File: config.mk
export PLATFORM = sky130hd
export DESIGN_NAME = bcd_counter_mux_display
export DESIGN_NICKNAME = d
export VERILOG_FILES = /design/src/rtl/bcd_counter_mux_display.sv
export SDC_FILE = /design/constraint.sdc
export NUM_CORES = 1
export LEC_CHECK = 0
export ABC_CLOCK_PERIOD_IN_PS = 4700
export BUFFER_PORTS_ARGS = -buffer_cell sky130_fd_sc_hd__buf_2
export CAP_MARGIN = 20
export CORE_MARGIN = 3
export CORE_UTILIZATION = 59
export CTS_CLUSTER_DIAMETER = 40
export DETAILED_ROUTE_END_ITERATION = 10
export PLACE_DENSITY_LB_ADDON = 0.3
export SLEW_MARGIN = 20
export SYNTH_ARGS = -nofsm -noshare
export SYNTH_HDL_FRONTEND = slang
export SYNTH_SLANG_ARGS = --single-unit
File: constraint.sdc
create_clock -name clk -period 4.7 [get_ports clk]
set_clock_uncertainty 0.05 [all_clocks]
set_input_delay 0.47 -clock clk [delete_from_list [all_inputs] [get_ports clk]]
set_output_delay 0.47 -clock clk [all_outputs]
set_load 0.05 [all_outputs]
File: src/rtl/bcd_counter_mux_display.sv
// Multi-decade up/down BCD event counter with a time-multiplexed common-anode
// seven-segment scan. Optional macro: BCD_LEADING_ZERO_BLANK_EN.
module bcd_counter_mux_display #(
    parameter int NUM_DIGITS = 4,
    parameter int SCAN_DIV   = 100000
) (
    input  logic        clk,
    input  logic        rst_n,
    input  logic        pulse,
    input  logic        up_down,
    input  logic        clear,
    output logic [15:0] count_bcd,
    output logic        carry_out,
    output logic [7:0]  seven_segment_data,
    output logic [3:0]  seven_segment_enable
);

    localparam int DIV_W = (SCAN_DIV > 2) ? $clog2(SCAN_DIV) : 1;
    localparam logic [DIV_W-1:0] DIV_LAST = DIV_W'(SCAN_DIV - 1);
    localparam logic [1:0]       SEL_LAST = 2'(NUM_DIGITS - 1);

    logic [15:0]      count_q, count_d;
    logic             carry_q, carry_d;
    logic [DIV_W-1:0] divCnt_q, divCnt_d;
    logic [1:0]       sel_q, sel_d;
    logic             ripple;
    logic [3:0]       selNibble;
    logic [7:0]       segData;

    function automatic logic [7:0] segDecode(input logic [3:0] nibble);
        case (nibble)
            4'd1:    segDecode = 8'hF9;
            4'd2:    segDecode = 8'hA4;
            4'd3:    segDecode = 8'hB0;
            4'd4:    segDecode = 8'h99;
            4'd5:    segDecode = 8'h92;
            4'd6:    segDecode = 8'h82;
            4'd7:    segDecode = 8'hF8;
            4'd8:    segDecode = 8'h80;
            4'd9:    segDecode = 8'h90;
            default: segDecode = 8'hC0;
        endcase
    endfunction

    // Carry/borrow ripples through every decade in one cycle; the ripple flag
    // surviving past the top decade means the whole range wrapped.
    always_comb begin
        count_d = count_q;
        carry_d = 1'b0;
        ripple  = 1'b1;
        if (clear) begin
            count_d = '0;
        end else if (pulse) begin
            for (int i = 0; i < 4; i++) begin
                if (i < NUM_DIGITS && ripple) begin
                    if (up_down) begin
                        if (count_q[4*i +: 4] >= 4'd9) begin
                            count_d[4*i +: 4] = 4'd0;
                        end else begin
                            count_d[4*i +: 4] = count_q[4*i +: 4] + 4'd1;
                            ripple = 1'b0;
                        end
                    end else begin
                        if (count_q[4*i +: 4] == 4'd0 || count_q[4*i +: 4] > 4'd9) begin
                            count_d[4*i +: 4] = 4'd9;
                        end else begin
                            count_d[4*i +: 4] = count_q[4*i +: 4] - 4'd1;
                            ripple = 1'b0;
                        end
                    end
                end
            end
            carry_d = ripple;
        end
    end

    always_comb begin
        divCnt_d = divCnt_q + DIV_W'(1);
        sel_d    = sel_q;
        if (divCnt_q == DIV_LAST) begin
            divCnt_d = '0;
            sel_d    = (sel_q == SEL_LAST) ? 2'd0 : sel_q + 2'd1;
        end
    end

    always_ff @(posedge clk or negedge rst_n) begin
        if (!rst_n) begin
            count_q  <= '0;
            carry_q  <= 1'b0;
            divCnt_q <= '0;
            sel_q    <= 2'd0;
        end else begin
            count_q  <= count_d;
            carry_q  <= carry_d;
            divCnt_q <= divCnt_d;
            sel_q    <= sel_d;
        end
    end

`ifdef BCD_LEADING_ZERO_BLANK_EN
    logic [1:0] topNonZero;
`endif

    // Decode is combinational so the display tracks count_bcd in the same cycle.
    always_comb begin
        selNibble = count_q[{sel_q, 2'b00} +: 4];
        segData   = segDecode(selNibble);
`ifdef BCD_LEADING_ZERO_BLANK_EN
        topNonZero = 2'd0;
        for (int i = 1; i < NUM_DIGITS; i++) begin
            if (count_q[4*i +: 4] != 4'd0) topNonZero = 2'(i);
        end
        if (sel_q > topNonZero) segData = 8'hFF;
`endif
    end

    always_comb begin
        seven_segment_enable        = 4'hF;
        seven_segment_enable[sel_q] = 1'b0;
    end

    assign count_bcd          = count_q;
    assign carry_out          = carry_q;
    assign seven_segment_data = segData;

endmodule

==> metrics.md, run 1 <==
| Metric | Value |
|---|---|
| Area Growth Syn to Fin | 7.75% |
| CTS Sinks | 36 |
| Detailed-route via count | 2350 |
| Overflow after GRT | 0 |
| Global Route Usage Sum | 0.236 |
| Fin crit share | 0.649 |
| Leakage power | 1.43 nW |
| Inserted Diodes | 0 |
| DR WL/cell | 15.4 µm |
| Via-to-Cell Ratio | 5.82 |
| HP Class | in -> async |
| Crit-path max FO | 9 |
| HPWL after detailed placement | 4.44 mm |
| Setup violators final | 0 |
| Synthesized area | 0.00287 mm² |
| Critical Path AT | 2.53 ns |
| DRT Wirelength | 6.21 mm |
| Final Net Count | 367 |
| CORE AREA | 0.00453 mm² |
| Top-level I/O count | 34 |
| Hold_buf cts | 0 |
| Crit Path Class | reg -> out |
| GP Congestion | 0.892 |
| Dpl ws | 1.96 ns |
| Reg2Reg Depth | 7 |
| Clk pin slew, worst setup/hold paths | 0.08 ns |
| CTS tree | built |
| VDD IR max | 0.258 mV |
| Synth Register Bits | 36 |
| CTS root buf | clkbuf_8 |
| Post-synth EDFFs | 0 |
| PnR worst setup slack | 1.65 ns |
| Status | finished, final reports clean |
| Post-CTS setup buffers | 0 |
| Pwr Density | 323 mW/mm² |
| Critical Path RT | 4.18 ns |
| Tot Pwr | 0.00100 W |
| Final Non-Filler Cells | 404 |
| Sequential-to-total area share from yosys stat | 0.314 |
| Die area | 0.00574 mm² |
| FP Rows | 24 |
| Final hold vios | 0 |
| Initial antenna violation count | 0 |
| Layout cells sized above 1 | 0.180 |
| Synth Instances | 317 |
| # placed instances | 396 |
| Die Height | 75.8 µm |
| Die X-Extent | 75.8 µm |
| RSZ-0062 raised after global routing | false |
| Fin Setup TNS | 0 ns |
| Resized cells post-CTS | 0 |
| Global-route wire length before repair | 10.3 mm |
| Max Cap Viol | 0 |
| Async SR Flop Fraction | 1.00 |
| Fillers | 363 |
| Most used DFF post-synth | dfrtp_1 |
| Num CTS Buffers | 5 |
| Worst slew pin tran | 0.817 ns |
| Max Fclk | 0.328 GHz |
| Yosys warnings | 0 |
| Max-Slew Margin vs Limit | 0.455 |
| Min Tclk post-route | 3.05 ns |
| IO buf count | 32 |
| Most common cell after layout, fill and taps aside | dfrtp_1 |
| Pre-antenna DRT Iters | 4 |
| Slew Viols, Final | 0 |
| Worst-skew pair later-pin latency | 0.29 ns |
| Crit start category | flop |
| Largest net degree at the start of global routing | 44 |
| Hold Slack | 0.218 ns |
| Vias in the first global route | 2177 |
| CP endpoint kind | output port |
| Max Buffers Root-to-Sink | 2 |
| Avg Cell Area, Syn | 9.06 µm² |
| Starting DRT DRC Count | 109 |
| Commonest non-fill, non-tap cells in the layout | 36 x dfrtp_1, 32 x buf_2, 29 x nor2_1 |
| Distinct cells, synth | 61 |
| Antenna viol nets, final | 0 |
| Htree depth | 2 |
| Drt drc | 0 |
| Net Count, Synth | 346 |
| Initial Utilization | 0.634 |
## worst paths after layout
path	slack (ns)	endpoint	startpoint
worst max-delay path	1.65	seven_segment_data[3]	sel_q[1]$_DFFE_PN0N_
worst min-delay path	0.22	count_bcd[3]$_DFFE_PN0P_	rst_n
worst max register to register	2.32	count_bcd[14]$_DFFE_PN0P_	count_bcd[0]$_DFFE_PN0P_
worst min register to register	0.44	divCnt_q[0]$_DFF_PN0_	divCnt_q[0]$_DFF_PN0_
max in group asynchronous	3.86	divCnt_q[13]$_DFF_PN0_	rst_n
min in group clk	0.44	divCnt_q[0]$_DFF_PN0_	divCnt_q[0]$_DFF_PN0_
## sequential cells by signal, indices dropped and copies added, names as in the netlist
| signal | count |
|---|---|
| divCnt_q | 17 |
| count_bcd | 16 |
| sel_q | 2 |
| carry_out | 1 |
## routing by layer
layer / global-route usage / wire length (µm) / up-vias
li1: - / - / 1169
met1: 0.318 / 2950 / 1115
met2: 0.386 / 2880 / 61
met3: 0.0515 / 324 / 5
met4: 0.0602 / 51 / 0
met5: 0 / 0 / -
## cells by family (layout without fill, tap and decap cells)
| group | after synthesis | count (layout) | share of synthesized area |
|---|---|---|---|
| xor+xnor | 17 | 17 | 0.0518 |
| other cells | 1 | 1 | 0.00131 |
| compound gates | 71 | 71 | 0.178 |
| flops | 36 | 36 | 0.314 |
| simple gates | 118 | 118 | 0.230 |
| buf+inv | 39 | 61 | 0.0666 |
| mux | 11 | 11 | 0.0544 |
| fa+ha+maj | 24 | 24 | 0.105 |
## power breakdown
group | total [W] | internal [W] | switching, W | leakage (nW)
registers | 0.000377 | 0.000327 | 0.0000500 | 0.482
clock network | 0.000237 | 0.000119 | 0.000117 | 0.0445
logic | 0.000386 | 0.000133 | 0.000253 | 0.903
## worst max-delay path: stages, from the launching register on
cell,delay [ns]
dfrtp_1,0.56
mux4_2,0.60
inv_1,0.12
ha_1,0.25
or2_2,0.29
a21oi_1,0.14
buf_2,0.27
## cells in the mapped netlist, drive strengths merged (3+ instances only)
| master | count | area (µm²) |
|---|---|---|
| nand3 | 9 | 45.0 |
| nor3 | 7 | 35.0 |
| or2 | 3 | 18.8 |
| o21ai | 12 | 60.1 |
| o21bai | 3 | 33.8 |
| a211o | 3 | 26.3 |
| or3 | 3 | 18.8 |
| a21o | 3 | 23.8 |
| dfrtp | 36 | 901 |
| a21oi | 17 | 88.8 |
| a31oi | 4 | 25.0 |
| and3 | 6 | 37.5 |
| xor2 | 8 | 70.1 |
| nor4 | 3 | 18.8 |
| xnor2 | 9 | 78.8 |
| nor2 | 30 | 115 |
| mux4 | 3 | 67.6 |
| ha | 24 | 300 |
| mux2i | 4 | 40.0 |
| nor3b | 6 | 45.0 |
| nand4 | 5 | 31.3 |
| nand2 | 25 | 93.8 |
| nor2b | 5 | 31.3 |
| buf | 15 | 101 |
| a211oi | 9 | 82.6 |
| clkbuf | 3 | 11.3 |
| inv | 21 | 78.8 |
| mux2 | 4 | 48.8 |
| nand2b | 5 | 31.3 |
| nor4b | 6 | 95.1 |
| o31ai | 3 | 22.5 |
## layout make-up
type	count	area, µm²	share of cell area
flip-flops and latches	36	901	0.291
multi-input cells	242	1780	0.575
well taps	65	81.3	0.0263
inverters	21	78.8	0.0255
repair buffers	32	160	0.0517
clock buffers	7	86.3	0.0279
clock inverters	1	7.51	0.00243
## metrics by stage
step                      utilization  instance area [µm²]
after floorplan                     -                 2870
after global placement          0.662                 3000
after detailed placement        0.662                 3000
after CTS                       0.683                 3100
after global routing            0.683                 3100
final                           0.683                 3100
Power figures use the tool's default switching activity.
==> run 2, diff against run 1 <==
--- a/config.mk
+++ b/config.mk
@@ -5,11 +5,11 @@
 export SDC_FILE = /design/constraint.sdc
 export NUM_CORES = 1
 export LEC_CHECK = 0
-export ABC_CLOCK_PERIOD_IN_PS = 4700
+export ABC_CLOCK_PERIOD_IN_PS = 2500
 export BUFFER_PORTS_ARGS = -buffer_cell sky130_fd_sc_hd__buf_2
 export CAP_MARGIN = 20
 export CORE_MARGIN = 3
-export CORE_UTILIZATION = 59
+export CORE_UTILIZATION = 53
 export CTS_CLUSTER_DIAMETER = 40
 export DETAILED_ROUTE_END_ITERATION = 10
 export PLACE_DENSITY_LB_ADDON = 0.3
==> constraint.sdc (replaced) <==
create_clock -name clk -period 2.5 [get_ports clk]
set_clock_uncertainty 0.05 [all_clocks]
set_input_delay 0.25 -clock clk [delete_from_list [all_inputs] [get_ports clk]]
set_output_delay 0.25 -clock clk [all_outputs]
set_load 0.05 [all_outputs]
==> run 2 against run 1 <==
Against the previous run: die area increased by 10%; via count up 4.2%; first-iteration DRC count grew 29%; routed wire length is 4.7% higher; critical path depth is 2 higher; critical endpoint is now seven_segment_data[4].
==> metrics.md, run 2 (synthesis gave the netlist of run 1 again) <==
| Metric | Value |
|---|---|
| Storage cell area | 902 µm² (+0.14%) |
| Commonest non-fill, non-tap cells in the layout | 35 x dfrtp_1, 29 x buf_2, 28 x nor2_1 |
| Initial Utilization | 0.555 (-0.0782) |
| Worst slew pin tran | 0.846 ns (+0.0284 ns) |
| PnR worst setup slack | 0.0770 ns (-1.57 ns) |
| Antenna viol nets, final | 0 (unchanged) |
| Flop2flop setup slack | 0.21 ns (-2.11 ns) |
| Pre-antenna DRT Iters | 4 (unchanged) |
| Multi-input gate area | 0.00181 mm² (+1.5%) |
| VDD IR max | 0.380 mV (+47%) |
| Pwr Density | 608 mW/mm² (+88%) |
| Max reg flops | 17 (unchanged) |
| DRT Wirelength | 6.50 mm (+4.7%) |
| Clock share of power | 0.253 (+0.016) |
| Max Fclk | 0.413 GHz |
| Hold_buf cts | 0 (unchanged) |
| Internal power | 0.00121 W (+110%) |
| CTS root buf | clkbuf_8 |
| Die area | 0.00634 mm² (+10%) |
| Max Cap Viol | 0 (unchanged) |
| Max Buffers Root-to-Sink | 2 (unchanged) |
| Min Tclk post-route | 2.42 ns |
| Crit-path max FO | 8 (-1) |
| Top-level I/O count | 34 (unchanged) |
| Htree depth | 2 (unchanged) |
| Die X-Extent | 79.6 µm (+5.1%) |
| Fraction of power consumed by sequential logic | 0.340 (-0.037) |
| Dpl ws | 0.149 ns (-1.81 ns) |
| Crit Path Class | reg -> out |
| FP Rows | 26 (+8.3%) |
| Num CTS Buffers | 5 (unchanged) |
| IO buf count | 32 (unchanged) |
| Fin crit share | 0.969 |
| Die Height | 79.6 µm (+5.1%) |
| Global Route Usage Sum | 0.218 (-0.0185) |
| Global-route wire length before repair | 11.0 mm (+6.2%) |
| Final hold vios | 0 (unchanged) |
| Starting DRT DRC Count | 141 (+29%) |
| CTS tree | built |
| Critical Path RT | 2.20 ns (-1.98 ns) |
| Crit start category | flop |
| Initial antenna violation count | 0 (unchanged) |
| CTS Sinks | 36 (unchanged) |
| Leakage power | 1.54 nW (+7.6%) |
| Tot Pwr | 0.00200 W (+100%) |
| Largest net degree at the start of global routing | 37 (-16%) |
| NetSw | 0.000795 W (+89%) |
| Inserted Diodes | 0 (unchanged) |
| Setup violators final | 0 (unchanged) |
| Most common cell after layout, fill and taps aside | dfrtp_1 |
| CORE AREA | 0.00517 mm² (+14%) |
| Detailed-route via count | 2449 (+4.2%) |
| Status | finished, final reports clean |
| Max-Slew Margin vs Limit | 0.436 (-0.0189) |
| Slew Viols, Final | 0 (unchanged) |
| Final Net Count | 384 (+4.6%) |
| Drt drc | 0 (unchanged) |
| Biggest register | divCnt_q |
| CP endpoint kind | output port |
| DR WL/cell | 15.3 µm (-0.70%) |
| Layout cells sized above 1 | 0.244 (+0.0644) |
| Vias in the first global route | 2323 (+6.7%) |
| GP Congestion | 0.849 (-4.9%) |
| Via-to-Cell Ratio | 5.75 (-1.2%) |
| Sw Share | 0.397 (-0.0238) |
| Combinational power share | 0.407 (+0.020) |
| HPWL after detailed placement | 4.58 mm (+3.0%) |
| Area Growth Syn to Fin | 14.5% |
| Overflow after GRT | 0 (unchanged) |
| Fillers | 420 (+16%) |
| Critical Path AT | 2.12 ns (-0.41 ns) |
| Worst-skew pair later-pin latency | 0.28 ns (about the same) |
| HP Class | in -> async |
| Clk pin slew, worst setup/hold paths | 0.08 ns (about the same) |
-- run 2: cell count changes in the layout (fill, tap and decap cells not counted), sizes merged --
cell	change
buf	+17
bufinv	+1
clkbuf	-1
clkinv	+1
clkinvlp	-1
-- run 2: layer usage --
layer | routed length, µm | global-route usage
met3 | 234 | 0.0372
met4 | 97 | 0.0515
met2 | 3250 | 0.379
met1 | 2920 | 0.280
met5 | 0 | 0
-- run 2: final cells by class --
cell class,count,area share
multi-input cells,242,0.549
flip-flops and latches,36,0.274
repair buffers,49,0.0932
well taps,70,0.0266
inverters,21,0.0240
clock buffers,6,0.0221
clock inverters,2,0.0106
-- run 2: power by group through the flow --
stage / Combinational (W) / Sequential, W / Clock (W)
2_1_floorplan: 0.000516 / 0.000786 / 0
3_3_place_gp: 0.000768 / 0.000688 / 0
3_5_place_dp: 0.000777 / 0.000692 / 0
4_1_cts: 0.000799 / 0.000676 / 0.000515
5_1_grt: 0.000892 / 0.000685 / 0.000542
6_report: 0.000815 / 0.000679 / 0.000507
-- run 2: metrics by stage --
step	TNS (ns)	instance area, µm²	instances	hold slack (ns)	util
after floorplan	-0.147	2890	317	-0.0956	-
after global placement	0	3120	413	0.337	0.602
after detailed placement	0	3120	413	0.352	0.602
after CTS	0	3260	425	0.0409	0.630
after global routing	-0.0265	3290	426	0.0719	0.636
final	0	3290	426	0.0171	0.636
-- run 2: worst max-delay path: stages (launching register included) --
cell and delay, ns:
dfrtp_1 0.40, buf_4 0.18, mux4_2 0.34, buf_4 0.18
ha_1 0.18, nor2_1 0.16, a211oi_2 0.08, a21oi_2 0.13
buf_6 0.17
-- run 2: repair_timing --
| action | in CTS | in global routing |
|---|---|---|
| setup buffers | 4 | 1 |
| pin swaps | 0 | 3 |
| gates resized for setup | 3 | 11 |
| endpoints found under the setup margin | 2 | 3 |
-- run 2: path summary, 6_finish.rpt --
kind / cells past startpoint / start / to
max: 8 / sel_q[1]$_DFFE_PN0N_ / seven_segment_data[4]
min: 1 / rst_n / count_bcd[10]$_DFFE_PN0P_
max reg2reg: 8 / count_bcd[0]$_DFFE_PN0P_ / count_bcd[14]$_DFFE_PN0P_
min reg2reg: 1 / divCnt_q[0]$_DFF_PN0_ / divCnt_q[0]$_DFF_PN0_
max in group asynchronous: 1 / rst_n / count_bcd[0]$_DFFE_PN0P_
min in group clk: 2 / clear / count_bcd[11]$_DFFE_PN0P_
==> run 3, diff against run 2 <==
--- a/config.mk
+++ b/config.mk
@@ -8,6 +8,7 @@
 export ABC_CLOCK_PERIOD_IN_PS = 2500
 export BUFFER_PORTS_ARGS = -buffer_cell sky130_fd_sc_hd__buf_2
 export CAP_MARGIN = 20
+export CORE_ASPECT_RATIO = 0.9
 export CORE_MARGIN = 3
 export CORE_UTILIZATION = 53
 export CTS_CLUSTER_DIAMETER = 40
==> run 3 against run 2 <==
Against the previous run: the flow now finishes with violations (negative hold slack); sequential power is 0.7% lower; combinational power is 0.6% higher; routed wire length is 2.1% lower; count of clock-buffer cells in the layout is 1 higher; core utilization is 0.89 points higher; global-route usage is 1.1 points lower; register-to-register slack hardly changed; setup slack worse by 0.021 ns; power is 2.8% lower; die area hardly changed; critical path type unchanged; largest cell class unchanged.
==> metrics.md, run 3 (synthesis gave the netlist of run 1 again) <==
| Metric | Value |
|---|---|
| Max reg flops | 17 (unchanged) |
| Final Non-Filler Cells | 420 (-1.4%) |
| Most common cell after layout, fill and taps aside | dfrtp_1 |
| Layout cells sized above 1 | 0.242 (-0.00213) |
| Fin crit share | 0.978 (+0.00859) |
| Fin Setup TNS | 0 ns (unchanged) |
| GP Congestion | 0.862 (+1.6%) |
| Met2 Track Usage GR | 0.332 (-0.0471) |
| Min Tclk post-route | 2.44 ns (+0.0215 ns) |
| Failing checks | negative hold slack |
| Initial antenna violation count | 0 (unchanged) |
| Status | finished, violations left |
| Sw Share | 0.406 (+0.00924) |
| Critical R2R Launch | count_bcd[0]$_DFFE_PN0P_ |
| IO buf count | 32 (unchanged) |
| Combinational power share | 0.421 (+0.014) |
| Max Cap Viol | 0 (unchanged) |
| Instance count on the critical path | 7 (-1) |
| CP endpoint kind | output port |
| VDD IR max | 0.537 mV (+41%) |
| Max Fclk | 0.409 GHz (-0.88%) |
| Clock share of power | 0.232 (-0.021) |
| Inserted Diodes | 0 (unchanged) |
| Worst slew pin tran | 0.800 ns (-0.0461 ns) |
| CP max stage delay | 0.57 ns (+0.17 ns) |
| Critical Path RT | 2.20 ns (about the same) |
| Largest net degree at the start of global routing | 37 (unchanged) |
| Design area | 0.00325 mm² (-1.1%) |
| NetSw | 0.000791 W (-0.50%) |
| Fraction of power consumed by sequential logic | 0.346 (+0.006) |
| GR Layer Usage met3 | 0.0368 (-0.000489) |
| Drt drc | 0 (unchanged) |
| HPWL after detailed placement | 4.58 mm (+0.18%) |
| CTS tree | built |
| CTS Sinks | 36 (unchanged) |
| Biggest register | divCnt_q |
| Slew Viols, Final | 0 (unchanged) |
| Final hold vios | 6 (+6) |
| Hold Slack | -0.0127 ns (-0.0298 ns) |
| CP Cell Sequence | mux4_2 -> buf_4 -> ha_1 -> nor2_1 -> a211oi_1 -> a21oi_2 -> buf_2 |
| CP Capture Point | seven_segment_data[4] |
| Placed Instance Area | 0.00310 mm² (-0.44%) |
| Crit path launch | sel_q[0]$_DFFE_PN0N_ |
| Clk pin slew, worst setup/hold paths | 0.07 ns (about the same) |
| Via-to-Cell Ratio | 5.67 (-1.3%) |
| Final Net Count | 384 (unchanged) |
| Max Buffers Root-to-Sink | 2 (unchanged) |
| DRT Wirelength | 6.36 mm (-2.1%) |
| FP Rows | 24 (-7.7%) |
| Pwr Density | 598 mW/mm² (-1.7%) |
| Global-route wire length before repair | 10.5 mm (-4.1%) |
| Leakage power | 1.53 nW (-0.67%) |
| Pre-antenna DRT Iters | 5 (+1) |
| GRT Max-Usage Layer | met2 |
| Die Height | 75.8 µm (-4.7%) |
| CP max-delay cell | mux4_2 |
| Flop2flop setup slack | 0.21 ns (about the same) |
| Reg2reg end | count_bcd[14]$_DFFE_PN0P_ |
| Critical Path AT | 2.14 ns (+0.02 ns) |
| Crit-path max FO | 4 (-4) |
| Starting DRT DRC Count | 98 (-30%) |
| Top-level I/O count | 34 (unchanged) |
| CTS root buf | clkbuf_8 |
| Dpl ws | 0.151 ns (+0.00261 ns) |
| Crit start category | flop |
| Reg2Reg Depth | 8 (unchanged) |
| Vias in the first global route | 2208 (-5.0%) |
| Buf+Inv Stages, Crit Path | 2 (-1) |
| HP Class | in -> async |
| Detailed-route via count | 2382 (-2.7%) |
| Commonest non-fill, non-tap cells in the layout | 34 x dfrtp_1, 31 x buf_2, 29 x nor2_1 |
| Crit path max-delay family | multiplexers |
| CORE AREA | 0.00504 mm² (-2.5%) |
| Routing usage on met1 | 0.291 (+0.0102) |
| Crit Path Class | reg -> out |
| Worst-skew pair later-pin latency | 0.29 ns (about the same) |
| Setup violators final | 0 (unchanged) |
| Global Route Usage Sum | 0.207 (-0.0109) |
| Fillers | 433 (+3.1%) |
| # placed instances | 407 (-1.5%) |
| Antenna viol nets, final | 0 (unchanged) |
| Die area | 0.00634 mm² (about the same) |
| Num CTS Buffers | 5 (unchanged) |
| DR WL/cell | 15.2 µm (-0.66%) |
| Die X-Extent | 83.6 µm (+5.0%) |
| Initial Utilization | 0.569 (+0.0141) |
| Area Growth Syn to Fin | 13.3% |
| PnR worst setup slack | 0.0556 ns (-0.0215 ns) |
| Internal power | 0.00115 W (-4.2%) |
| Htree depth | 2 (unchanged) |
| Max-Slew Margin vs Limit | 0.467 (+0.0307) |
| Overflow after GRT | 0 (unchanged) |
## run 3: power by group through the flow
| stage | Clock (W) | Sequential, W | Combinational, W |
|---|---|---|---|
| after global routing | 0.000486 | 0.000677 | 0.000892 |
| final | 0.000452 | 0.000674 | 0.000820 |
| after global placement | 0 | 0.000689 | 0.000768 |
| after detailed placement | 0 | 0.000692 | 0.000780 |
| after CTS | 0.000462 | 0.000672 | 0.000816 |
| after floorplan | 0 | 0.000786 | 0.000516 |
## run 3: worst min path at each step
stage | from | end | slack, ns | depth (start not counted)
final | rst_n | count_bcd[3]$_DFFE_PN0P_ | -0.01 | 1
after global routing | rst_n | carry_out$_DFF_PN0_ | 0.06 | 1
after CTS | rst_n | count_bcd[6]$_DFFE_PN0P_ | 0.03 | 1
after detailed placement | rst_n | carry_out$_DFF_PN0_ | 0.34 | 1
after global placement | rst_n | carry_out$_DFF_PN0_ | 0.34 | 1
after floorplan | rst_n | carry_out$_DFF_PN0_ | -0.1 | 0
## run 3: cell type report
cell class              instances  area [µm²]  area share
clock buffers                   7        96.3      0.0296
well taps                      65        81.3      0.0250
inverters                      21        78.8      0.0242
multi-input cells             242        1800       0.553
repair buffers                 49         294      0.0903
flip-flops and latches         36         903       0.278
## run 3: layer usage
layer / part of all wire / vias up
met1: 0.51 / 1136
met4: 0.011 / 0
li1: - / 1198
met5: 0 / -
met2: 0.44 / 42
met3: 0.039 / 6
## run 3: what timing repair did
item | in CTS | in global routing
setup endpoints to repair | 1 | 1
gates resized for setup | 6 | 1
pin swaps | 0 | 1
hold buffers | 0 | 0
buffers inserted | 5 | 1
## run 3: through the flow
step                       util  power (W)
after floorplan               -    0.00130
after global placement    0.615    0.00146
after detailed placement  0.615    0.00147
after CTS                 0.643    0.00195
after global routing      0.645    0.00205
final                     0.645    0.00195
